**src/rtl/contador_pkg.sv**
```systemverilog
// Shared constants for the contador family: count direction and end-of-range policy.
package contador_pkg;

  localparam logic DIR_UP   = 1'b1;
  localparam logic DIR_DOWN = 1'b0;

  localparam int POL_WRAP = 0;
  localparam int POL_SAT  = 1;

endpackage

```
**src/rtl/contador_ud_bin2gray.sv**
```systemverilog
// Binary to reflected Gray code; purely combinational.
module bin2gray #(
  parameter int WIDTH = 3
) (
  input  logic [WIDTH-1:0] bin,
  output logic [WIDTH-1:0] gray
);

  for (genvar i = 0; i < WIDTH - 1; i++) begin : g_bit
    assign gray[i] = bin[i] ^ bin[i+1];
  end
  assign gray[WIDTH-1] = bin[WIDTH-1];

endmodule

```
**src/rtl/contador_ud.sv**
```systemverilog
// Up/down modulo counter with load, enable, wrap/saturate policy, Gray output,
// terminal-count pulse and sticky overflow flag.
module contador_ud
  import contador_pkg::*;
#(
  parameter int WIDTH    = 3,
  parameter int MODULO   = 2**WIDTH,
  parameter int SATURATE = POL_WRAP
) (
  input  logic             clk,
  input  logic             rst,
  input  logic             en,
  input  logic             w,
  input  logic             load,
  input  logic [WIDTH-1:0] d,
  input  logic             clr_ovf,
  output logic [WIDTH-1:0] q,
  output logic [WIDTH-1:0] q_gray,
  output logic             tc,
  output logic             ovf
);

  if (WIDTH < 2 || MODULO < 2 || MODULO > 2**WIDTH) begin : g_bad_param
    $error("contador_ud: need WIDTH>=2 and 2 <= MODULO <= 2**WIDTH");
  end

  // One extra bit so MODULO itself (up to 2**WIDTH) is representable.
  localparam logic [WIDTH:0] MOD_W = (WIDTH+1)'(MODULO);
  localparam logic [WIDTH:0] MAX_W = (WIDTH+1)'(MODULO - 1);
  localparam bit             SAT   = (SATURATE == POL_SAT);

  logic [WIDTH-1:0] q_q, q_d;
  logic             tc_q, tc_d;
  logic             ovf_q, ovf_d;
  logic [WIDTH:0]   cur, nxt;
  logic             evt;

  always_comb begin
    cur   = {1'b0, q_q};
    nxt   = cur;
    evt   = 1'b0;
    if (load) begin
      nxt = ({1'b0, d} >= MOD_W) ? MAX_W : {1'b0, d};
    end else if (en) begin
      if (w == DIR_UP) begin
        if (cur >= MAX_W) begin
          evt = 1'b1;
          nxt = SAT ? MAX_W : '0;
        end else begin
          nxt = cur + 1'b1;
        end
      end else begin
        if (cur == '0) begin
          evt = 1'b1;
          nxt = SAT ? '0 : MAX_W;
        end else begin
          nxt = cur - 1'b1;
        end
      end
    end
    q_d   = nxt[WIDTH-1:0];
    tc_d  = evt;
    // A new event outranks a simultaneous clear.
    ovf_d = evt | (ovf_q & ~clr_ovf);
  end

  always_ff @(posedge clk) begin
    if (!rst) begin
      q_q   <= '0;
      tc_q  <= 1'b0;
      ovf_q <= 1'b0;
    end else begin
      q_q   <= q_d;
      tc_q  <= tc_d;
      ovf_q <= ovf_d;
    end
  end

  bin2gray #(.WIDTH(WIDTH)) u_gray (
    .bin  (q_q),
    .gray (q_gray)
  );

  assign q   = q_q;
  assign tc  = tc_q;
  assign ovf = ovf_q;

endmodule

```
**config.mk**
```make
export PLATFORM = sky130hd
export DESIGN_NAME = contador_ud
export DESIGN_NICKNAME = d
export VERILOG_FILES = /design/src/rtl/contador_pkg.sv /design/src/rtl/contador_ud_bin2gray.sv /design/src/rtl/contador_ud.sv
export SDC_FILE = /design/constraint.sdc
export NUM_CORES = 1
export LEC_CHECK = 0
export CORE_AREA = 3 3 40 42
export DETAILED_ROUTE_END_ITERATION = 8
export DIE_AREA = 0 0 43 45
export PLACE_DENSITY_LB_ADDON = 0.05
export SLEW_MARGIN = 20
export SYNTH_ARGS = -nofsm -noshare
export SYNTH_HDL_FRONTEND = slang
export SYNTH_SLANG_ARGS = --single-unit
```
**constraint.sdc**
```tcl
create_clock -name clk -period 1.59 [get_ports clk]
set_input_delay 0.159 -clock clk [delete_from_list [all_inputs] [get_ports clk]]
set_output_delay 0.159 -clock clk [all_outputs]
set_load 0.02 [all_outputs]
```
==> flow_results.org, run 1 <==
** Synthesis
- Multiplexer cells account for 3.05% of the synthesized area.
- Of the total synthesized cell area, the portion taken by full adders, half adders and majority gates is 16.9%.
- Net count of the mapped netlist :: 57
- The synthesized netlist devotes 0% of its cell area to XOR and XNOR gates.
- Mapped Cells :: 43
- sky130_fd_sc_hd__dfxtp_1 takes more of the synthesized area than any other cell.
- Compound-Gate Fraction of Synth Area :: 25.8%
- Total number of yosys warnings :: 0
- Number of enable-type register cells in the synthesized netlist :: 0
- The synthesized netlist occupies a cell area of 369 um2.
- By area the synthesized netlist is led by sky130_fd_sc_hd__dfxtp_1, sky130_fd_sc_hd__ha_1, sky130_fd_sc_hd__a21oi_1, sky130_fd_sc_hd__inv_1, sky130_fd_sc_hd__nor3b_1.
- The share of the Yosys chip area taken by registers is 27.1%.
- After synthesis, the mean cell area works out to 8.58 um2.
- The synthesized design devotes to its leading area cell type 27.1% of total area.
- Main combinational cell family by area after synthesis :: compound AO/OA/AOI/OAI gates
- Number of synthesized register bits :: 5
- By count the netlist is led by sky130_fd_sc_hd__a21oi_1, sky130_fd_sc_hd__dfxtp_1, sky130_fd_sc_hd__ha_1, sky130_fd_sc_hd__inv_1.
- In the synthesized netlist the dominant register cell turns out to be sky130_fd_sc_hd__dfxtp_1.
- Basic-gate share of the synthesized area counting and, or, nand and nor cells :: 18.0%
- After synthesis, the share of flip-flops with an asynchronous set or reset is 0%.
- Distinct cell type count after synthesis :: 23

** Clock network
- Maximum root-to-sink buffer count :: 2
- CTS clk-pin slew, worst paths :: 0.05 ns
- The clock reaches the later pin of the worst-skew pair after 0.25 ns.
- Clock tree synthesis found a total of 5 sinks.
- TritonCTS built the clock tree.
- Total CTS buffers :: 3
- Number of buffers inserted by hold repair at cts :: 0
- H-Tree Depth :: 1
- Cell at the root of the clock tree :: sky130_fd_sc_hd__clkbuf_4

** Worst setup path
- Arrival time of the worst setup path :: 1.36 ns
- Worst r2r src :: q[1]
- In this run the critical register-to-register path is captured at ovf.
- STA classifies the critical path endpoint as a primary output.
- Required time at the worst-slack endpoint :: 1.43 ns
- In this run the register-to-register setup slack is 0.14 ns.
- Maximum net fanout on the critical path :: 8
- The worst setup path is launched from a flop.
- Crit Path Category :: flop to primary output
- The worst register-to-register path has a depth of 6.

** Timing
- Final critical path time including I/O delays and setup :: 1.52 ns
- Peak clock frequency supported by timing :: 660 MHz
- Transition at the pin with the smallest max-transition slack :: 0.320 ns
- Final max-slew violation count :: 0
- Of the available clock period, the critical path in the final layout requires 95.4%.
- Setup repair after global routing left no endpoint under its margin.
- Number of setup violations in the final report :: 0
- Relative slew slack :: 78.6%
- The number of endpoints with negative hold slack in the final report is 0.
- Setup TNS :: 0 ns
- For the final database, setup skew stands at 0.00810 ns.

** Die
- Vertical die dimension :: 45 um
- Row generation in the floorplan step produced 13 rows.
- 17 I/O pins were placed.
- The die covers 1940 um2.
- The core region is 1280 um2.
- Once the floorplan was initialized, standard cells occupied 28.7% of the core.
- Die outline width :: 43 um

** GRT
- Leftover overflow at the end of global routing :: 0
- The number of antenna violations at the first check in global routing was 0.
- Most used routing layer in global routing :: met2
- Global routing used 18.6% of the available met2 tracks.
- Wire length of the first global-routing pass :: 1570 um
- Entering global routing, the biggest net connects 10 pins.
- Met1 GRT Util :: 13.2%
- Across every metal layer, demand over resource in global routing totals 11.5%.
- In the global route stage, met3 resource usage came out at 2.39%.
- The number of global-route vias before repair came to 358.

** Cells and area
- Counting the fill cells in the layout gives 125.
- Summing all non-filler instances in the final layout gives an area of 573 um2.
- Final #Nets :: 77
- Post-route non-filler standard cell count :: 77
- The post-route netlist has 12.9% of its cells at a drive strength greater than 1.
- The area growth from synthesis to layout is 55.3%.
- At the end of the flow the core is filled with cells to 44.6%.
- Count of antenna diodes in the layout :: 0

** Drt
- Vias per Instance :: 5.03
- In the routed design, unresolved DRC markers number 0.
- Drt wl/cell :: 13.1 um
- In this run the remaining antenna-violating nets after routing total 0.
- Count of routing violations after the opening detailed-route iteration :: 4
- Total wirelength of the detailed-routed design :: 1010 um
- Total via count after detailed routing :: 387
- 1st-pass router iterations :: 3

** Placement
- Number of I/O port buffers :: 16
- Placement-stage cell area :: 549 um2
- Placed instance count :: 73
- Detailed placement finished with a half-perimeter wire length of 821 um.
- Placer's final routability congestion estimate :: 0.817

** Power
- Leakage :: 0.241 nW
- Overall power consumption after layout is estimated at 0.448 mW.
- Power spread over the standard cell area amounts to 782 nW/um2.
- IR Drop Worst-Case VDD :: 0.000311 V

** Run status
- Run status :: complete, no violations

** Min path
- Hold Path Sink :: q[0]
- Depth of the worst hold-timing path :: 3
- Launch instance of the worst min-delay path :: d[0]
- Hold Crit Class :: input port to flop

** Job
- The tool flagged a number of max-cap violations equal to 0.
-- sequential cells by signal, indices dropped and copies added (netlist names) --
signal and cells:
ovf 1, q 3, tc 1
-- worst max-delay path: stages (launching register included) --
cell and delay (ns):
sky130_fd_sc_hd__dfxtp_1 0.34, sky130_fd_sc_hd__buf_4 0.16, sky130_fd_sc_hd__clkdlybuf4s50_1 0.61
-- kinds of logic (layout without fill, tap and decap cells) --
logic type,after synthesis,count (layout)
AOI/OAI and AO/OA,14,14
adders and majority gates,5,5
buffers and inverters,8,27
DFF,5,5
muxes,1,1
and+or+nand+nor,10,10
-- report_power, final --
part           internal, mW  switching [mW]  leakage (nW)  total (mW)
logic                0.0775          0.0763         0.185       0.154
registers             0.134         0.00575        0.0414       0.140
clock network        0.0953          0.0594        0.0150       0.155
total                 0.307           0.141         0.241       0.448
-- placed cells by master (no fill, tap or decap), drive strengths merged --
cell type	instances
a2111o	1
a21oi	5
a221oi	1
a31oi	2
buf	2
clkbuf	4
clkdlybuf4s50	14
dfxtp	5
dlygate4sd2	2
ha	5
inv	5
mux2	1
nand2	2
nand2b	2
nand3b	1
nand4	1
nor2	1
nor2b	1
nor3b	2
o211ai	1
o21ai	1
o21ba	1
o22ai	1
o311ai	1
-- worst max path at each step --
stage               start   endpoint  slack (ns)
floorplan            q[1]       q[1]        0.04
global placement     q[0]  q_gray[0]        0.10
detailed placement   q[0]  q_gray[0]        0.07
CTS                  q[2]  q_gray[2]        0.06
global route         q[0]  q_gray[0]       0.006
finish               q[2]  q_gray[2]        0.07
-- metal layers --
metal / wire length [um] / vias to the layer above
met1: 424 / 178
met5: 0 / -
met3: 68 / 2
li1: - / 193
met2: 492 / 14
met4: 23 / 0
-- final cells by class --
| class | count | area [um2] | share of cell area [%] |
|---|---|---|---|
| clock buffers | 4 | 26.3 | 4.59 |
| inverters | 5 | 18.8 | 3.28 |
| multi-input cells | 30 | 235 | 41.0 |
| flip-flops and latches | 5 | 101 | 17.7 |
| well taps | 15 | 18.8 | 3.28 |
| repair buffers | 18 | 173 | 30.1 |
-- what timing repair did --
| action | 4_1_cts | 5_1_grt |
|---|---|---|
| setup endpoints to repair | 2 | 0 |
| endpoints found under the hold margin | 0 | 0 |
| resized for setup | 2 | 0 |
| buffers inserted | 0 | 0 |
-- metrics by stage --
stage / setup WS, ns / hold WS, ns
after floorplan: 0.0430 / 0.290
after global routing: 0.00586 / 0.484
final: 0.0737 / 0.462
after detailed placement: 0.0667 / 0.482
after global placement: 0.100 / 0.465
after CTS: 0.0553 / 0.458
Note: power is estimated with default switching activity, not from simulation.
==> inputs of run 2 (changes only) <==
--- a/config.mk
+++ b/config.mk
@@ -8,6 +8,7 @@
 export CORE_AREA = 3 3 40 42
 export DETAILED_ROUTE_END_ITERATION = 8
 export DIE_AREA = 0 0 43 45
+export GPL_TIMING_DRIVEN = 0
 export PLACE_DENSITY_LB_ADDON = 0.05
 export SLEW_MARGIN = 20
 export SYNTH_ARGS = -nofsm -noshare
==> flow_results.org, run 2 (same netlist as run 1, synthesis figures left out) <==
** Run status
- Run status :: complete, no violations (unchanged)

** Drt
- The final routed wirelength across all metal layers came to 917 um (was 1010 um).
- Routed Antenna Nets :: 0 (unchanged)
- Drt wl/cell :: 12.1 um (was 13.1 um)
- The via count normalized by instance count was 4.99 (was 5.03).
- The number of violations reported at the end of detailed-routing iteration 0 came to 7 (was 4).
- The via count came to 379 (was 387).
- DRC Markers :: 0 (unchanged)
- 1st-pass router iterations :: 4 (was 3)

** Clock network
- Clock Sink Count :: 5 (unchanged)
- The cell chosen for the clock root is sky130_fd_sc_hd__clkbuf_4 (unchanged).
- The depth of the CTS H-tree came to 1 (unchanged).
- The clock insertion delay at the later pin of the skew report came to 0.25 ns (about the same).
- The buffer depth of the longest clock path is 2 (unchanged).
- The clock tree from TritonCTS was done (unchanged).
- The clock slew at the register clock pins of the worst setup and hold paths is 0.04 ns (was 0.05 ns).
- Number of buffers inserted by hold repair at cts :: 0 (unchanged)
- Total CTS buffers :: 3 (unchanged)

** Placement
- Placer's final routability congestion estimate :: 0.719 (was 0.817)
- HPWL after DPL :: 713 um (was 821 um)
- The placed cell count is 72 (was 73).
- The count of port buffers added during placement is 14 (was 16).
- Placement-stage cell area :: 529 um2 (was 549 um2)

** GRT
- Maximum number of pins on one net before global-route repair :: 10 (unchanged)
- Wire length of the first global-routing pass :: 1440 um (was 1570 um)
- The number of global-route vias before repair came to 344 (was 358).
- Global-route usage over all layers :: 10.1% (was 11.5%)
- Leftover overflow at the end of global routing :: 0 (unchanged)
- Number of antenna violations at the first check in global routing :: 0 (unchanged)

** Worst setup path
- Critical Path Start Type :: flop (unchanged)
- Cell chain of the critical path :: buf_4 -> clkdlybuf4s50_1 (unchanged)
- The critical path data arrival time was 1.37 ns (was 1.36 ns).
- The worst setup path startpoint was q[2] (unchanged).
- Buffers and inverters on the worst path :: 2 (unchanged)
- The maximum cell stage delay along the critical path is 0.58 ns (was 0.61 ns).
- The kind of end point of the critical path was a primary output (unchanged).
- Required time at the worst-slack endpoint :: 1.43 ns (about the same)
- The reg-to-reg startpoint was q[1] (unchanged).
- The maximum fanout along the worst path came to 9 (was 8).
- Crit Path Category :: flop to primary output (unchanged)
- The cell class contributing the biggest share of worst-path delay was buffers and inverters (unchanged).
- Cell type of the slowest stage on the worst timing path :: sky130_fd_sc_hd__clkdlybuf4s50_1 (unchanged)

** Timing
- Peak clock frequency supported by timing :: 654 MHz (was 660 MHz)
- The final cycle utilization of the critical path came to 96.2% (was 95.4%).
- The worst hold margin came to 0.310 ns (was 0.462 ns).
- The number of endpoints with negative hold slack in the final report is 0 (unchanged).
- The count of final setup violators was 0 (unchanged).
- Final max-slew violation count :: 0 (unchanged)
- The transition at the pin with the smallest max-transition slack is 0.361 ns (was 0.320 ns).
- The final sum of negative setup slack came to 0 ns (unchanged).
- The minimum clock period after layout is 1.53 ns (was 1.52 ns).
- The final clock skew came to 0.00238 ns (was 0.00810 ns).
- The relative max-transition margin was 75.9% (was 78.6%).
- Unrepaired setup endpoints after global routing: no (unchanged).

** Die
- Number of standard-cell rows in the floorplan :: 13 (unchanged)
- The floorplan die height is 45 um (unchanged).
- Effective utilization at floorplan :: 28.7% (unchanged)
- The number of I/O pins came to 17 (unchanged).
- Core area :: 1280 um2 (unchanged)
- DIE AREA :: 1940 um2 (unchanged)
- The width of the die was 43 um (unchanged).

** Cells and area
- The flip-flop count of the largest register, all copies and words added came to 3 (unchanged).
- The leading cell type in the layout, fill and taps excluded is sky130_fd_sc_hd__clkdlybuf4s50_1 (unchanged).
- Proportion of layout cells with a drive suffix above 1 :: 14.8% (was 12.9%)
- Area Overhead vs Synth :: 49.2% (was 55.3%)
- Final #Nets :: 76 (was 77)
- The antenna cell count is 0 (unchanged).
- Post-Layout Inst Area :: 551 um2 (was 573 um2)
- Most frequent cells in the layout :: sky130_fd_sc_hd__clkdlybuf4s50_1, sky130_fd_sc_hd__inv_1, sky130_fd_sc_hd__a21oi_1, sky130_fd_sc_hd__ha_1 (was sky130_fd_sc_hd__clkdlybuf4s50_1, sky130_fd_sc_hd__inv_1, sky130_fd_sc_hd__a21oi_1, sky130_fd_sc_hd__ha_1, sky130_fd_sc_hd__dfxtp_1)
- Post-route non-filler standard cell count :: 76 (was 77)

** Power
- The leakage power of the design is 0.229 nW (was 0.241 nW).
- The peak supply drop is 0.000311 V (about the same).
- The power density over cell area is 793 nW/um2 (was 782 nW/um2).
- Final Power :: 0.436 mW (was 0.448 mW)

** Min path
- Launch instance of the worst min-delay path :: w (was d[0])
- Hold Crit Class :: input port to flop (unchanged)

** Job
- Total of max-cap violations :: 0 (unchanged)
-- run 2: final cells by class --
cell class	count	area, um2
Sequential cell	5	103
Inverter	5	18.8
Fill cell	144	734
Clock buffer	4	26.3
Buffer	3	15.0
Timing Repair Buffer	14	134
Multi-Input combinational cell	30	235
Tap cell	15	18.8
-- run 2: final timing paths --
check	to	slack (ns)	depth (start not counted)
worst min-delay path	q[1]	0.31	3
worst max register to register	q[1]	0.18	4
worst min register to register	ovf	0.48	2
worst max-delay path	q_gray[2]	0.06	2
-- run 2: worst min-delay path, cell delays in order --
cell and delay [ns]:
sky130_fd_sc_hd__clkbuf_1 0.17, sky130_fd_sc_hd__nand4_1 0.11, sky130_fd_sc_hd__a31oi_1 0.07
-- run 2: metal layers --
metal  wire length (um)  share of wire (%)  global-route usage, %  vias up
met2                452                 49                   18.0       15
met4                  8               0.87                   3.61        0
met1                368                 40                   10.1      171
met3                 88                9.6                   5.18        2
met5                  0                  0                      0        -
li1                   -                  -                      -      191
-- run 2: timing repair --
item,in CTS,in global routing
pin swaps,0,0
setup endpoints to repair,3,1
buffers inserted,0,0
resized for setup,3,2
-- run 2: per-stage QoR --
step	util, %	worst slack [ns]
2_1_floorplan	-	0.0430
3_3_place_gp	41.2	0.0349
3_5_place_dp	41.2	0.0221
4_1_cts	43.1	0.0255
5_1_grt	42.8	0.0297
6_report	42.8	0.0610
-- run 2: power breakdown --
| part | internal [mW] | switching [mW] |
|---|---|---|
| clock network | 0.0952 | 0.0564 |
| registers | 0.135 | 0.0115 |
| logic | 0.0700 | 0.0685 |
==> inputs of run 3 (changes only) <==
==> constraint.sdc (replaced) <==
create_clock -name clk -period 1.59 [get_ports clk]
set_input_delay 0.159 -clock clk [delete_from_list [all_inputs] [get_ports clk]]
set_output_delay 0.159 -clock clk [all_outputs]
set_load 0.05 [all_outputs]
==> flow_results.org, run 3 (same netlist as run 1, synthesis figures left out) <==
** Worst setup path
- Worst setup EP type :: primary output (unchanged)
- The maximum fanout along the worst path was 5 (was 9).
- Crit Path Category :: flop to primary output (unchanged)
- Cell family with the largest share of critical-path delay :: buffers and inverters (unchanged)
- Critical Path Start Type :: flop (unchanged)
- Cell chain of the critical path: clkdlybuf4s50_1 (was buf_4 -> clkdlybuf4s50_1).
- Slowest stage delay, CP :: 0.80 ns (was 0.58 ns)
- Required time at the worst-slack endpoint :: 1.43 ns (about the same)
- The number of buffers and inverters on the critical path is 1 (was 2).
- Cell type of the slowest stage on the worst timing path :: sky130_fd_sc_hd__clkdlybuf4s50_1 (unchanged)
- The critical path data arrival time is 1.39 ns (was 1.37 ns).

** Cells and area
- Fillcell total :: 133 (was 144)
- The share of final-layout standard cells stronger than drive strength 1 is 18.0% (was 14.8%).
- The share of the core filled with cells in the final layout was 43.9% (was 42.8%).
- The flip-flop and latch area came to 108 um2 (was 103 um2).
- Area Overhead vs Synth :: 52.9% (was 49.2%)
- The area occupied by multi-input gates came to 238 um2 (was 235 um2).
- Most common library cell in the layout ignoring fill and taps :: sky130_fd_sc_hd__clkdlybuf4s50_1 (unchanged)
- Final #Nets :: 76 (unchanged)
- The flip-flop count of the largest register, all copies and words added is 3 (unchanged).
- The antenna cell count was 0 (unchanged).
- Most frequent cells in the layout: sky130_fd_sc_hd__clkdlybuf4s50_1, sky130_fd_sc_hd__inv_1, sky130_fd_sc_hd__a21oi_1 (was sky130_fd_sc_hd__clkdlybuf4s50_1, sky130_fd_sc_hd__inv_1, sky130_fd_sc_hd__a21oi_1, sky130_fd_sc_hd__ha_1).

** GRT
- The maximum number of pins on one net before global-route repair came to 10 (unchanged).
- The number of antenna violations at the first check in global routing was 0 (unchanged).
- Vias in the first global route :: 363 (was 344)
- Leftover overflow at the end of global routing :: 0 (unchanged)
- Wire length of the first global-routing pass :: 1530 um (was 1440 um)
- The total routing usage reported by global routing came to 10.4% (was 10.1%).

** Power
- The leakage power of the design is 0.232 nW (was 0.229 nW).
- The peak supply drop was 0.000310 V (was 0.000311 V).
- The power density over cell area was 850 nW/um2 (was 793 nW/um2).
- The post-route total power was 0.480 mW (was 0.436 mW).

** Timing
- The number of endpoints with negative hold slack in the final report came to 0 (unchanged).
- The final number of max-transition violations is 0 (unchanged).
- Final critical path time including I/O delays and setup :: 1.55 ns (was 1.53 ns)
- Minimum setup slack in the final design :: 0.0367 ns (was 0.0610 ns)
- Unrepaired setup endpoints after global routing :: no (unchanged)
- The final cycle utilization of the critical path came to 97.7% (was 96.2%).
- The worst hold margin came to 0.308 ns (was 0.310 ns).
- Transition at the pin with the smallest max-transition slack :: 0.504 ns (was 0.361 ns)
- The highest attainable clock frequency was 644 MHz (was 654 MHz).
- Worst clock skew :: 0.00230 ns (was 0.00238 ns)
- Number of setup violations in the final report :: 0 (unchanged)
- Relative slew slack :: 66.3% (was 75.9%)
- Setup TNS :: 0 ns (unchanged)

** Placement
- The placed wire-length estimate was 734 um (was 713 um).
- Setup WS pre-CTS :: -0.139 ns (was 0.0221 ns)
- Number of I/O port buffers :: 14 (unchanged)
- Placer's final routability congestion estimate :: 0.732 (was 0.719)

** Clock network
- The clock tree from TritonCTS was done (unchanged).
- Cell at the root of the clock tree :: sky130_fd_sc_hd__clkbuf_4 (unchanged)
- The number of buffers inserted to repair setup after CTS was 0 (unchanged).
- The clock net sink count is 5 (unchanged).
- CTS clk-pin slew, worst paths :: 0.05 ns (was 0.04 ns)
- The quantity of hold-fixing buffers added after cts is 0 (unchanged).
- H-Tree Depth :: 1 (unchanged)
- The CTS buffer count was 3 (unchanged).
- The clock insertion delay at the later pin of the skew report came to 0.24 ns (was 0.25 ns).
- CTS-repair resized insts :: 8 (was 3)
- The buffer depth of the longest clock path was 2 (unchanged).

** Die
- Effective utilization at floorplan :: 28.7% (unchanged)
- DIE AREA :: 1940 um2 (unchanged)
- Number of standard-cell rows in the floorplan :: 13 (unchanged)
- The number of I/O pins came to 17 (unchanged).
- Die outline width :: 43 um (unchanged)
- The total core area came to 1280 um2 (unchanged).
- Vertical die dimension :: 45 um (unchanged)

** Drt
- Drt wl/cell :: 12.0 um (was 12.1 um)
- DRC Markers :: 0 (unchanged)
- Routed Antenna Nets :: 0 (unchanged)
- The iteration count of the initial detailed-routing pass was 3 (was 4).
- Total wirelength of the detailed-routed design :: 915 um (was 917 um)
- Count of routing violations after the opening detailed-route iteration :: 4 (was 7)
- Total via count after detailed routing :: 382 (was 379)
- The via count normalized by instance count came to 5.03 (was 4.99).

** Min path
- Hold Crit Class :: input port to flop (unchanged)

** Run status
- Run status: complete, no violations (unchanged).

** Job
- The number of max-cap violations is 0 (unchanged).
[run 3: through the flow]
stage	instances	area [um2]
6_report	76	564
5_1_grt	76	564
4_1_cts	76	564
3_5_place_dp	72	538
3_3_place_gp	72	538
2_1_floorplan	43	379
[run 3: path summary, 6_finish.rpt]
check             slack, ns  from   end  depth (start not counted)
setup / recovery       0.04  q[0]  q[0]                          1
hold / removal         0.31     w  q[1]                          3
setup reg to reg       0.21  q[0]  q[1]                          5
hold reg to reg        0.48   ovf   ovf                          2
[run 3: power breakdown]
group	switching, mW	total [mW]	leakage, nW	internal (mW)
sequential	0.0108	0.144	0.0423	0.133
combinational	0.111	0.185	0.174	0.0739
clock	0.0552	0.150	0.0150	0.0951
[run 3: layer usage]
metal / global-route usage (%) / wire [um] / vias to the layer above / part of all wire (%)
li1: - / - / 192 / -
met1: 13.5 / 392 / 178 / 43
met2: 17.1 / 461 / 12 / 50
met3: 3.59 / 61 / 0 / 6.7
met4: 1.81 / 0 / 0 / 0
met5: 0 / 0 / - / 0
[run 3: layout make-up]
cell class	instances	area share, %
inverters	5	3.33
multi-input cells	30	42.1
clock buffers	4	4.66
well taps	15	3.33
plain buffers	3	2.66
repair buffers	14	24.8
flip-flops and latches	5	19.1
